==> src/rtl/trap_pkg.sv <==
// trap_pkg: cause codes and sequencer state encoding shared by the trap logic.
package trap_pkg;
    localparam logic [31:0] CAUSE_ECALL  = 32'h0000_000B;
    localparam logic [31:0] CAUSE_EBREAK = 32'h0000_0003;
    localparam logic [31:0] CAUSE_MTI    = 32'h8000_0007;
    localparam logic [31:0] CAUSE_MEI    = 32'h8000_000B;

    typedef enum logic [2:0] {
        IDLE,
        REQ,
        SAVE,
        HANDLER,
        RESTORE
    } trap_state_t;
endpackage

==> src/rtl/trap_prio_enc.sv <==
// trap_prio_enc: lowest-index-wins priority encoder over active-low interrupt lines.
module trap_prio_enc #(
    parameter int N = 4
) (
    input  logic [N-1:0] irq_n,
    output logic         valid,
    output logic [3:0]   idx
);
    always_comb begin
        valid = 1'b0;
        idx = '0;
        for (int i = N - 1; i >= 0; i--) begin
            if (!irq_n[i]) begin
                valid = 1'b1;
                idx = 4'(i);
            end
        end
    end
endmodule

==> src/rtl/trap_sequencer.sv <==
// trap_sequencer: machine-mode trap arbiter/sequencer driving CSR save/restore strobes.
// TRAP_VECTORED_EN selects vectored interrupt targets; otherwise direct mode.
module trap_sequencer
    import trap_pkg::*;
#(
    parameter int NUM_EXT = 4,
    parameter int CNT_W   = 8
) (
    input  logic               clk,
    input  logic               rst_n,
    input  logic [NUM_EXT-1:0] ext_irq_n,
    input  logic               ti_n,
    input  logic               ecall_n,
    input  logic               ebreak_n,
    input  logic               mret_n,
    input  logic               mstatus_mie,
    input  logic [2:0]         mie_bits,
    input  logic [31:0]        mtvec,
    input  logic               trap_ack,
    output logic               trap_req,
    output logic [31:0]        trap_cause,
    output logic [31:0]        trap_vector,
    output logic [3:0]         ext_id,
    output logic               csr_save_n,
    output logic               csr_restore_n,
    output logic               busy,
    output logic [CNT_W-1:0]   drop_cnt
);
    trap_state_t state, state_nxt;
    logic              ext_v;
    logic [3:0]        ext_idx;
    logic              ecall_e, ebreak_e, tmr_e, ext_e, any_e, take, drop_inc;
    logic [31:0]       best_cause, base, vec_nxt;
    logic [3:0]        best_id;
    logic              unused_mtvec;

    trap_prio_enc #(.N(NUM_EXT)) u_prio (
        .irq_n (ext_irq_n),
        .valid (ext_v),
        .idx   (ext_idx)
    );

    assign ecall_e    = ~ecall_n & mie_bits[0];
    assign ebreak_e   = ~ebreak_n & mie_bits[0];
    assign tmr_e      = ~ti_n & mie_bits[1] & mstatus_mie;
    assign ext_e      = ext_v & mie_bits[2] & mstatus_mie;
    assign any_e      = ecall_e | ebreak_e | tmr_e | ext_e;
    assign best_cause = ecall_e ? CAUSE_ECALL : ebreak_e ? CAUSE_EBREAK : tmr_e ? CAUSE_MTI : CAUSE_MEI;
    assign best_id    = (ecall_e | ebreak_e | tmr_e) ? 4'd0 : ext_idx;
    assign base       = {mtvec[31:2], 2'b00};
    assign unused_mtvec = ^mtvec[1:0];

`ifdef TRAP_VECTORED_EN
    assign vec_nxt = best_cause[31] ? base + {26'd0, best_cause[3:0], 2'b00} : base;
`else
    assign vec_nxt = base;
`endif

    // A latched exception can only be pre-empted by ecall; latched interrupts re-arbitrate each cycle
    always_comb begin
        state_nxt = state;
        take = 1'b0;
        case (state)
            IDLE: begin
                state_nxt = any_e ? REQ : IDLE;
                take = any_e;
            end
            REQ: begin
                if (trap_ack) state_nxt = SAVE;
                else if (!trap_cause[31]) take = ecall_e;
                else if (any_e) take = 1'b1;
                else state_nxt = IDLE;
            end
            SAVE:    state_nxt = HANDLER;
            HANDLER: state_nxt = !mret_n ? RESTORE : HANDLER;
            RESTORE: state_nxt = IDLE;
            default: state_nxt = IDLE;
        endcase
    end

    assign drop_inc = (state == HANDLER) & (~ecall_n | ~ebreak_n) & ~&drop_cnt;

    always_ff @(posedge clk or negedge rst_n) begin
        if (!rst_n) begin
            state       <= IDLE;
            trap_cause  <= '0;
            trap_vector <= '0;
            ext_id      <= '0;
            drop_cnt    <= '0;
        end else begin
            state       <= state_nxt;
            trap_cause  <= take ? best_cause : trap_cause;
            trap_vector <= take ? vec_nxt : trap_vector;
            ext_id      <= take ? best_id : ext_id;
            drop_cnt    <= drop_inc ? drop_cnt + 1'b1 : drop_cnt;
        end
    end

    assign trap_req      = state == REQ;
    assign csr_save_n    = state != SAVE;
    assign csr_restore_n = state != RESTORE;
    assign busy          = (state == HANDLER) | (state == RESTORE);
endmodule

==> config.mk <==
export PLATFORM = sky130hd
export DESIGN_NAME = trap_sequencer
export DESIGN_NICKNAME = d
export VERILOG_FILES = /design/src/rtl/trap_pkg.sv /design/src/rtl/trap_prio_enc.sv /design/src/rtl/trap_sequencer.sv
export SDC_FILE = /design/constraint.sdc
export NUM_CORES = 1
export LEC_CHECK = 0
export ABC_CLOCK_PERIOD_IN_PS = 2700
export CAP_MARGIN = 20
export CORE_ASPECT_RATIO = 0.8
export CORE_MARGIN = 2
export CORE_UTILIZATION = 43
export DETAILED_ROUTE_END_ITERATION = 12
export PLACE_DENSITY = 0.86
export SLEW_MARGIN = 0
export SYNTH_ARGS = -nofsm -noshare
export SYNTH_HDL_FRONTEND = slang
export SYNTH_SLANG_ARGS = --single-unit
==> constraint.sdc <==
create_clock -name clk -period 2.7 [get_ports clk]
set_input_delay 0.675 -clock clk [delete_from_list [all_inputs] [get_ports clk]]
set_output_delay 0.675 -clock clk [all_outputs]
set_load 0.1 [all_outputs]
==> Word level (Yosys, flattened, before mapping) <==
Cells that the tools add are included.
{ "word_totals": {"regBits": 77, "out_inout_bits": 80} }
{ "op_classes": {"add_sub_neg": 1, "eq_ne": 8, "mux": 22, "n_bitwise": 16, "n_reduce_logical": 4} }
{ "op_table": {"columns": ["op", "count"], "rows": [
  ["32-bit two-way mux", 2],
  ["3-bit two-way mux", 4],
  ["3-bit case mux with 4 select lines", 1],
  ["8-bit by 1-bit adder with 8-bit output, second input constant", 1],
  ["1-bit AND", 8],
  ["1-bit two-way mux", 8],
  ["2-bit two-way mux", 4],
  ["4-bit two-way mux", 2],
  ["8-bit AND reduction", 1],
  ["3-bit by 2-bit equality test with 1-bit output, second input constant", 2],
  ["3-bit by 2-bit != test with 1-bit output, second input constant", 2],
  ["3-bit != test, second input constant", 2],
  ["1-bit bitwise OR", 5],
  ["3-bit by 1-bit equality test with 1-bit output, second input constant", 1],
  ["3-bit equality test, second input constant", 1],
  ["3-bit zero test", 1],
  ["1-bit inverter", 3],
  ["1-bit case mux with 2 select lines", 1],
  ["2-bit AND reduction", 1],
  ["1-bit zero test", 1]
]} }

==> Logic depth before layout (Yosys ltp) <==
Gate-level depths: netlist (run 1).
{ "logic_depth": {"ltp_word": 11, "mapped_depth": 6} }

==> Hierarchy <==
A second synthesis (run 1) with hierarchy kept.
{ "hier_totals": {"cells_unflattened": 184, "hier_area_um2": 2457.4} }
{ "modules_own_cells": {"columns": ["module", "n_inst", "cells_per_inst", "area_per_inst_um2", "seq_area_each_um2"], "rows": [
  ["trap_sequencer", 1, 176, 2409.8, 1226.2],
  ["trap_prio_enc", 1, 8, 47.5, 0.0]
]} }

==> Worst setup path before layout (run 1) <==
OpenSTA, ideal clock, no wires.
{ "synth_path": {"kind": "reg2reg", "from": "reg state[1]", "to": "reg trap_vector[10]", "arrival_time_ps": 2973, "required_ps": 2574, "setup_slack_ps": -399, "stages_incl_launch_ff": 7, "path_buffers": 2, "synth_period_minus_slack_ps": 3099, "cell_sequence": "dfrtp_1 > buf_4 > nor3b_2 > nand3_1 > o21ai_4 > buf_12 > mux2_4"} }
{ "synth_between": {"elab_chain_cells": 2, "word_cells_on_any_way": 3, "classes_between": "eq/ne (1); mux (1); reduce/logical (1)"} }
{ "synth_lines": {"columns": ["element", "line_no", "rtl"], "rows": [
  ["start, declared", "trap_sequencer.sv:29", "trap_state_t state, state_nxt;"],
  ["start signal, assigned", "trap_sequencer.sv:91", "state <= state_nxt;"],
  ["3-bit by 1-bit equality test with 1-bit output", null, null],
  ["via trap_req", "trap_sequencer.sv:20", "output logic trap_req,"],
  ["1-bit case mux with 2 select lines", "trap_sequencer.sv:63", "case (state)"],
  ["end signal, assigned", "trap_sequencer.sv:93", "trap_vector <= take ? vec_nxt : trap_vector;"],
  ["end, declared", "trap_sequencer.sv:22", "output logic [31:0] trap_vector,"]
]} }
The timed path passes the listed nets, and every way through them passes these cells.
A chain may end at the register's enable or synchronous reset.

==> Worst setup path after layout (run 1) <==
{ "layout_path": {"from": "in trap_ack", "to": "reg trap_vector[2]"} }
{ "layout_between": {"elab_chain_cells": 2} }
{ "layout_lines": {"columns": ["element", "line_no", "rtl"], "rows": [
  ["start, declared", "trap_sequencer.sv:19", "input logic trap_ack,"],
  ["1-bit two-way mux", "trap_sequencer.sv:69", "if (trap_ack) state_nxt = SAVE;"],
  ["1-bit case mux with 2 select lines", "trap_sequencer.sv:63", null]
]} }
Every way passes these cells.

==> impl_metrics.toml, run 1 <==
[status]
status = "finished clean"

[die]
die_h_um = 71.15
rows = 24
start_util = 0.4459
die_w_um = 87.94
dieArea_mm2 = 0.006257
core-area_mm2 = 0.005435
pin_count = 127

[final_layout]
drive_above_1_share = 0.3497
diodes = 0
layout.nets = 334
syn2layout_area_growth_pct = 36.86
final_cell_mix = "buf_4 (51), dfrtp_1 (47), clkdlybuf4s50_1 (43)"
fin_util = 0.6103
instances_no_fill = 364
fillers = 442
final_common_cell = "buf_4"

[placed_design]
port_buffers = 93
gp_congestion = 0.8110
place_inst = 357
hpwl_mm = 3.662
pre_cts_ws_ns = 0.1018

[route]
drtIter0Drc = 37
wl_mm = 4.892
drc = 0
viasPerCell = 4.657
wl_per_cell_um = 13.44
detail-route-antenna-nets = 0
route.vias.total = 1695
dr.pass1.iters = 4

[yosys]
ys_seq_elements = 47
synth_warnings = 0
ys.flop_type = "dfrtp_1"
synthDistinctLibCells = 42
synth.avg_cell_area_um2 = 12.89
synth-seq-area-share = 0.4853
async_flop_share = 1.000
syn-cell-area_mm2 = 0.002424
synth_edf_count = 0
synth_cells = 188

[grt]
grt_usage = 0.1537
antenna_found_initial = 0
grt_pass1_wl_mm = 7.617
grt_overflow = 0
grt_pass1_vias = 1675
grt_max_degree = 48

[clocking]
clkTransAtPathRegs_ns = 0.08
cts_buffer_depth = 2
post_cts_buffers = 0
clock_latency_ns = 0.29
numCtsBuffers = 5
root_buffer = "clkbuf_8"
tritoncts = "built"
cts_hold_buf = 0
cts.repair.resized = 0
h-tree-depth = 2
cts.sinks = 47

[timing]
fin_skew_ns = 0.004772
hold_viol = 0
tns_ns = 0
setup_viol = 0
maxSlewViolCount = 0
fmax_mhz = 438.7
setup_slack_ns = 0.4204
fin_crit_sh = 0.8443
period_needed_ns = 2.280
rsz0062_at_grt = "no"

[critical_path]
endpoint_kind = "flop"
cp_data_arrival_time_ns = 2.46
slowest_delay_ns = 0.46
start_kind = "primary input"
reg2regPathDepth = 5
crit_fanout = 18
required_ns = 2.88
timing.rr.end = "trap_vector[2]$_DFFE_PN0P_"
path_depth = 6
cpLargestDelayFamily = "buffers and inverters"
reg2reg_slack_ns = 0.81
crit_buf_inv = 2
critPathKind = "in -> reg"
slowest_stage = "clkdlybuf4s50_1"
worstPathCellList = "clkdlybuf4s50_1 -> nand2b_4 -> a211o_4 -> o21ai_4 -> buf_12 -> mux2_2"
timing.rr.start = "state[0]$_DFFE_PN0P_"

[worst_hold_path]
hp-class = "in -> async"

[job]
cap_viol_max_count = 0
-- synthesized netlist by cell type (2+ instances only) --
library cell   n  area (um2)
nand4_1        5       31.28
nor3_1         3       15.01
inv_1          2       7.510
mux2_2         5       56.30
dfrtp_1       47        1176
xor2_1         4       35.03
nand2_1       11       41.29
a21oi_1        2       10.01
xnor2_1        3       26.28
nand3_1        3       15.01
buf_12         2       40.04
nand2b_1       2       12.51
nand3b_1       2       15.01
nor2_1         9       33.78
mux2_4        26       390.4
o2bb2ai_1      2       17.52
o21ai_0        2       10.01
buf_4         34       255.2
-- registers in the layout, indices dropped and copies added (netlist names) --
register and flops:
trap_cause 4, ext_id 2, trap_vector 30, drop_cnt 8, state 3
-- layer usage --
layer  vias up  part of all wire  global-route usage  wire length [um]
met3         5             0.091             0.04784               443
met5         -                 0                   0                 0
met2        83              0.46              0.2508              2260
met4         0            0.0076             0.04103                37
met1       829              0.44              0.1988              2150
li1        778                 -                   -                 -
-- cell type report --
cell class	instances	area, um2	share of cell area
well taps	78	97.59	0.02942
multi-input cells	132	1051	0.3169
flip-flops and latches	47	1176	0.3546
clock inverters	2	37.54	0.01132
repair buffers	98	878.3	0.2648
clock buffers	5	68.82	0.02075
inverters	2	7.507	0.002263
-- worst max-delay path by stage --
| stage | from | endpoint | slack, ns |
|---|---|---|---|
| after global routing | trap_ack | trap_vector[2]$_DFFE_PN0P_ | 0.37 |
| after CTS | trap_ack | trap_vector[2]$_DFFE_PN0P_ | 0.42 |
| final | trap_ack | trap_vector[2]$_DFFE_PN0P_ | 0.42 |
| after global placement | trap_ack | trap_vector[2]$_DFFE_PN0P_ | 0.10 |
| after floorplan | state[1]$_DFFE_PN0P_ | trap_vector[10]$_DFFE_PN0P_ | 0.10 |
| after detailed placement | trap_ack | trap_vector[2]$_DFFE_PN0P_ | 0.10 |
-- kinds of logic after synthesis --
family	Yosys count	synth area share
xor+xnor	7	0.02530
simple gates	44	0.1012
flops	47	0.4853
other cells	1	0.001547
mux	32	0.1884
compound gates	17	0.06196
buf+inv	39	0.1311
fa+ha+maj	1	0.005162
-- metrics by stage --
step	area (um2)	hold WS, ns
after floorplan	2545	0.3794
after global placement	3211	0.4874
after detailed placement	3211	0.4935
after CTS	3317	0.3578
after global routing	3317	0.3681
final	3317	0.3569
Power of run 1 is left out: the tool's default activity adds up to more than one toggle a clock period on the data nets, which glitch-free logic cannot reach.
==> run 2: changes to the inputs <==
Settings changed: ABC_CLOCK_PERIOD_IN_PS 2700 to 1800, CORE_UTILIZATION 43 to 36, PLACE_DENSITY 0.86 to 0.77.
Clock period 2.7 ns to 1.8 ns, I/O delays scaled along.
==> run 2 against run 1 <==
  * Highest routed layer unchanged
  * Critical path depth down 2
  * Register-to-register slack worse by 0.79 ns
  * Final area up 32%
  * Die area up 18%
  * Sequential cell count unchanged
  * Critical endpoint is now busy
  * Utilization up 6.9 points
  * Largest cell class is now non-clock buffers
  * The flow now finishes with violations (negative setup slack)
  * Non-clock buffer count up 40
  * Via count up 9.6%
==> impl_metrics.toml, run 2 (synthesis gave the netlist of run 1 again) <==
[route]
drc = 0
viasPerCell = 4.521
drtIter0Drc = 39
detail-route-antenna-nets = 0
wl_per_cell_um = 15.00
route.vias.total = 1858
wl_mm = 6.164
dr.pass1.iters = 4

[critical_path]
slowest_delay_ns = 0.43
endpoint_kind = "output pin"
required_ns = 1.35
reg2reg_slack_ns = 0.02
slowest_stage = "dfrtp_2"
cp_data_arrival_time_ns = 1.40
reg2regPathDepth = 6
crit_buf_inv = 2
worstPathCellList = "buf_6 -> nand3b_1 -> nand2_8 -> buf_12"
path_depth = 4
critPathKind = "reg -> out"
start_kind = "flop"
cpLargestDelayFamily = "flip-flops"
crit_fanout = 2

[grt]
grt_max_degree = 26
antenna_found_initial = 0
grt_overflow = 0
grt_pass1_wl_mm = 9.494
grt_pass1_vias = 1858
grt_usage = 0.1660

[final_layout]
fin_util = 0.6797
largest_reg_flops = 30
final_cell_mix = "buf_12 (53), dfrtp_1 (38), buf_4 (36)"
largest-register = "trap_vector"
diodes = 0
drive_above_1_share = 0.4832
layout.nets = 374
syn2layout_area_growth_pct = 80.64
largestRegisters = "trap_vector (30), drop_cnt (8), trap_cause (4)"
instances_no_fill = 411
final_common_cell = "buf_12"

[timing]
fin_crit_sh = 1.025
rsz0062_at_grt = "yes"
setup_viol = 2
maxSlewViolCount = 0
fmax_mhz = 541.9
tns_ns = -0.08207
setup_slack_ns = -0.04533
fin_skew_ns = 0.005548
period_needed_ns = 1.845
hold_viol = 0

[die]
rows = 26
die_w_um = 95.74
core-area_mm2 = 0.006441
start_util = 0.3763
pin_count = 127
dieArea_mm2 = 0.007408
die_h_um = 77.39

[worst_hold_path]
hp-class = "in -> async"

[status]
status = "finished with violations"
violations = "negative setup slack"

[placed_design]
place_inst = 382
port_buffers = 93
hpwl_mm = 4.465
gp_congestion = 0.8030

[job]
cap_viol_max_count = 0

[clocking]
cts_buffer_depth = 2
h-tree-depth = 2
clkTransAtPathRegs_ns = 0.09
tritoncts = "built"
root_buffer = "clkbuf_8"
cts.sinks = 47
clock_latency_ns = 0.30
numCtsBuffers = 5
run 2: worst paths after layout:
kind                                         start                           to
min in group clk           drop_cnt[5]$_DFFE_PN0P_      drop_cnt[5]$_DFFE_PN0P_
max in group asynchronous                    rst_n      drop_cnt[4]$_DFFE_PN0P_
setup reg to reg              state[2]$_DFFE_PN0P_  trap_vector[24]$_DFFE_PN0P_
hold reg to reg            drop_cnt[5]$_DFFE_PN0P_      drop_cnt[5]$_DFFE_PN0P_
hold / removal                               rst_n   trap_vector[3]$_DFFE_PN0P_
setup / recovery              state[2]$_DFFE_PN0P_                         busy
run 2: worst register-to-register path, cell delays in order (launching register included):
cell and delay (ns):
dfrtp_2 0.43, buf_6 0.13, a211o_4 0.32, o21ai_4 0.19
buf_12 0.16, buf_12 0.14, mux2_4 0.31
run 2: what timing repair did:
action / 4_1_cts / 5_1_grt
setup buffers: 16 / 4
endpoints found under the setup margin: 32 / 28
hold endpoints to repair: 0 / 0
pin swaps: 8 / 6
resized for setup: 24 / 10
hold buffers: 0 / 0
gates cloned: 2 / 0
run 2: per-layer routing:
metal,vias to the layer above,share of wire,routed length (um),track usage
li1,868,-,-,-
met1,897,0.42,2602,0.2254
met2,84,0.50,3093,0.2664
met3,9,0.059,363,0.03107
met4,0,0.017,104,0.05571
met5,-,0,0,0
run 2: layout make-up:
cell class | instances | area [um2]
fill | 455 | 2063
clock inverter | 1 | 7.507
inverter | 2 | 7.507
tap | 84 | 105.1
timing repair buffer | 138 | 1846
sequential | 47 | 1187
clock buffer | 7 | 96.34
multi-input combinational | 132 | 1129
run 2: per-stage QoR:
step           hold WS, ns  worst slack [ns]  cell area (um2)
2_1_floorplan       0.1544           -0.6122             2581
3_3_place_gp        0.3956           -0.4628             4006
3_5_place_dp        0.3962           -0.5177             4006
4_1_cts            0.06556          -0.04336             4315
5_1_grt            0.08425          -0.08813             4378
6_report           0.06486          -0.04533             4378
Power of run 2 is left out for the same reason.
==> run 3: changes to the inputs <==
Settings changed: SLEW_MARGIN 0 to unset.
==> results of run 3 <==
No change in the layout: final DEF, timing and power equal those of run 2.
Power of run 3 is left out for the same reason.
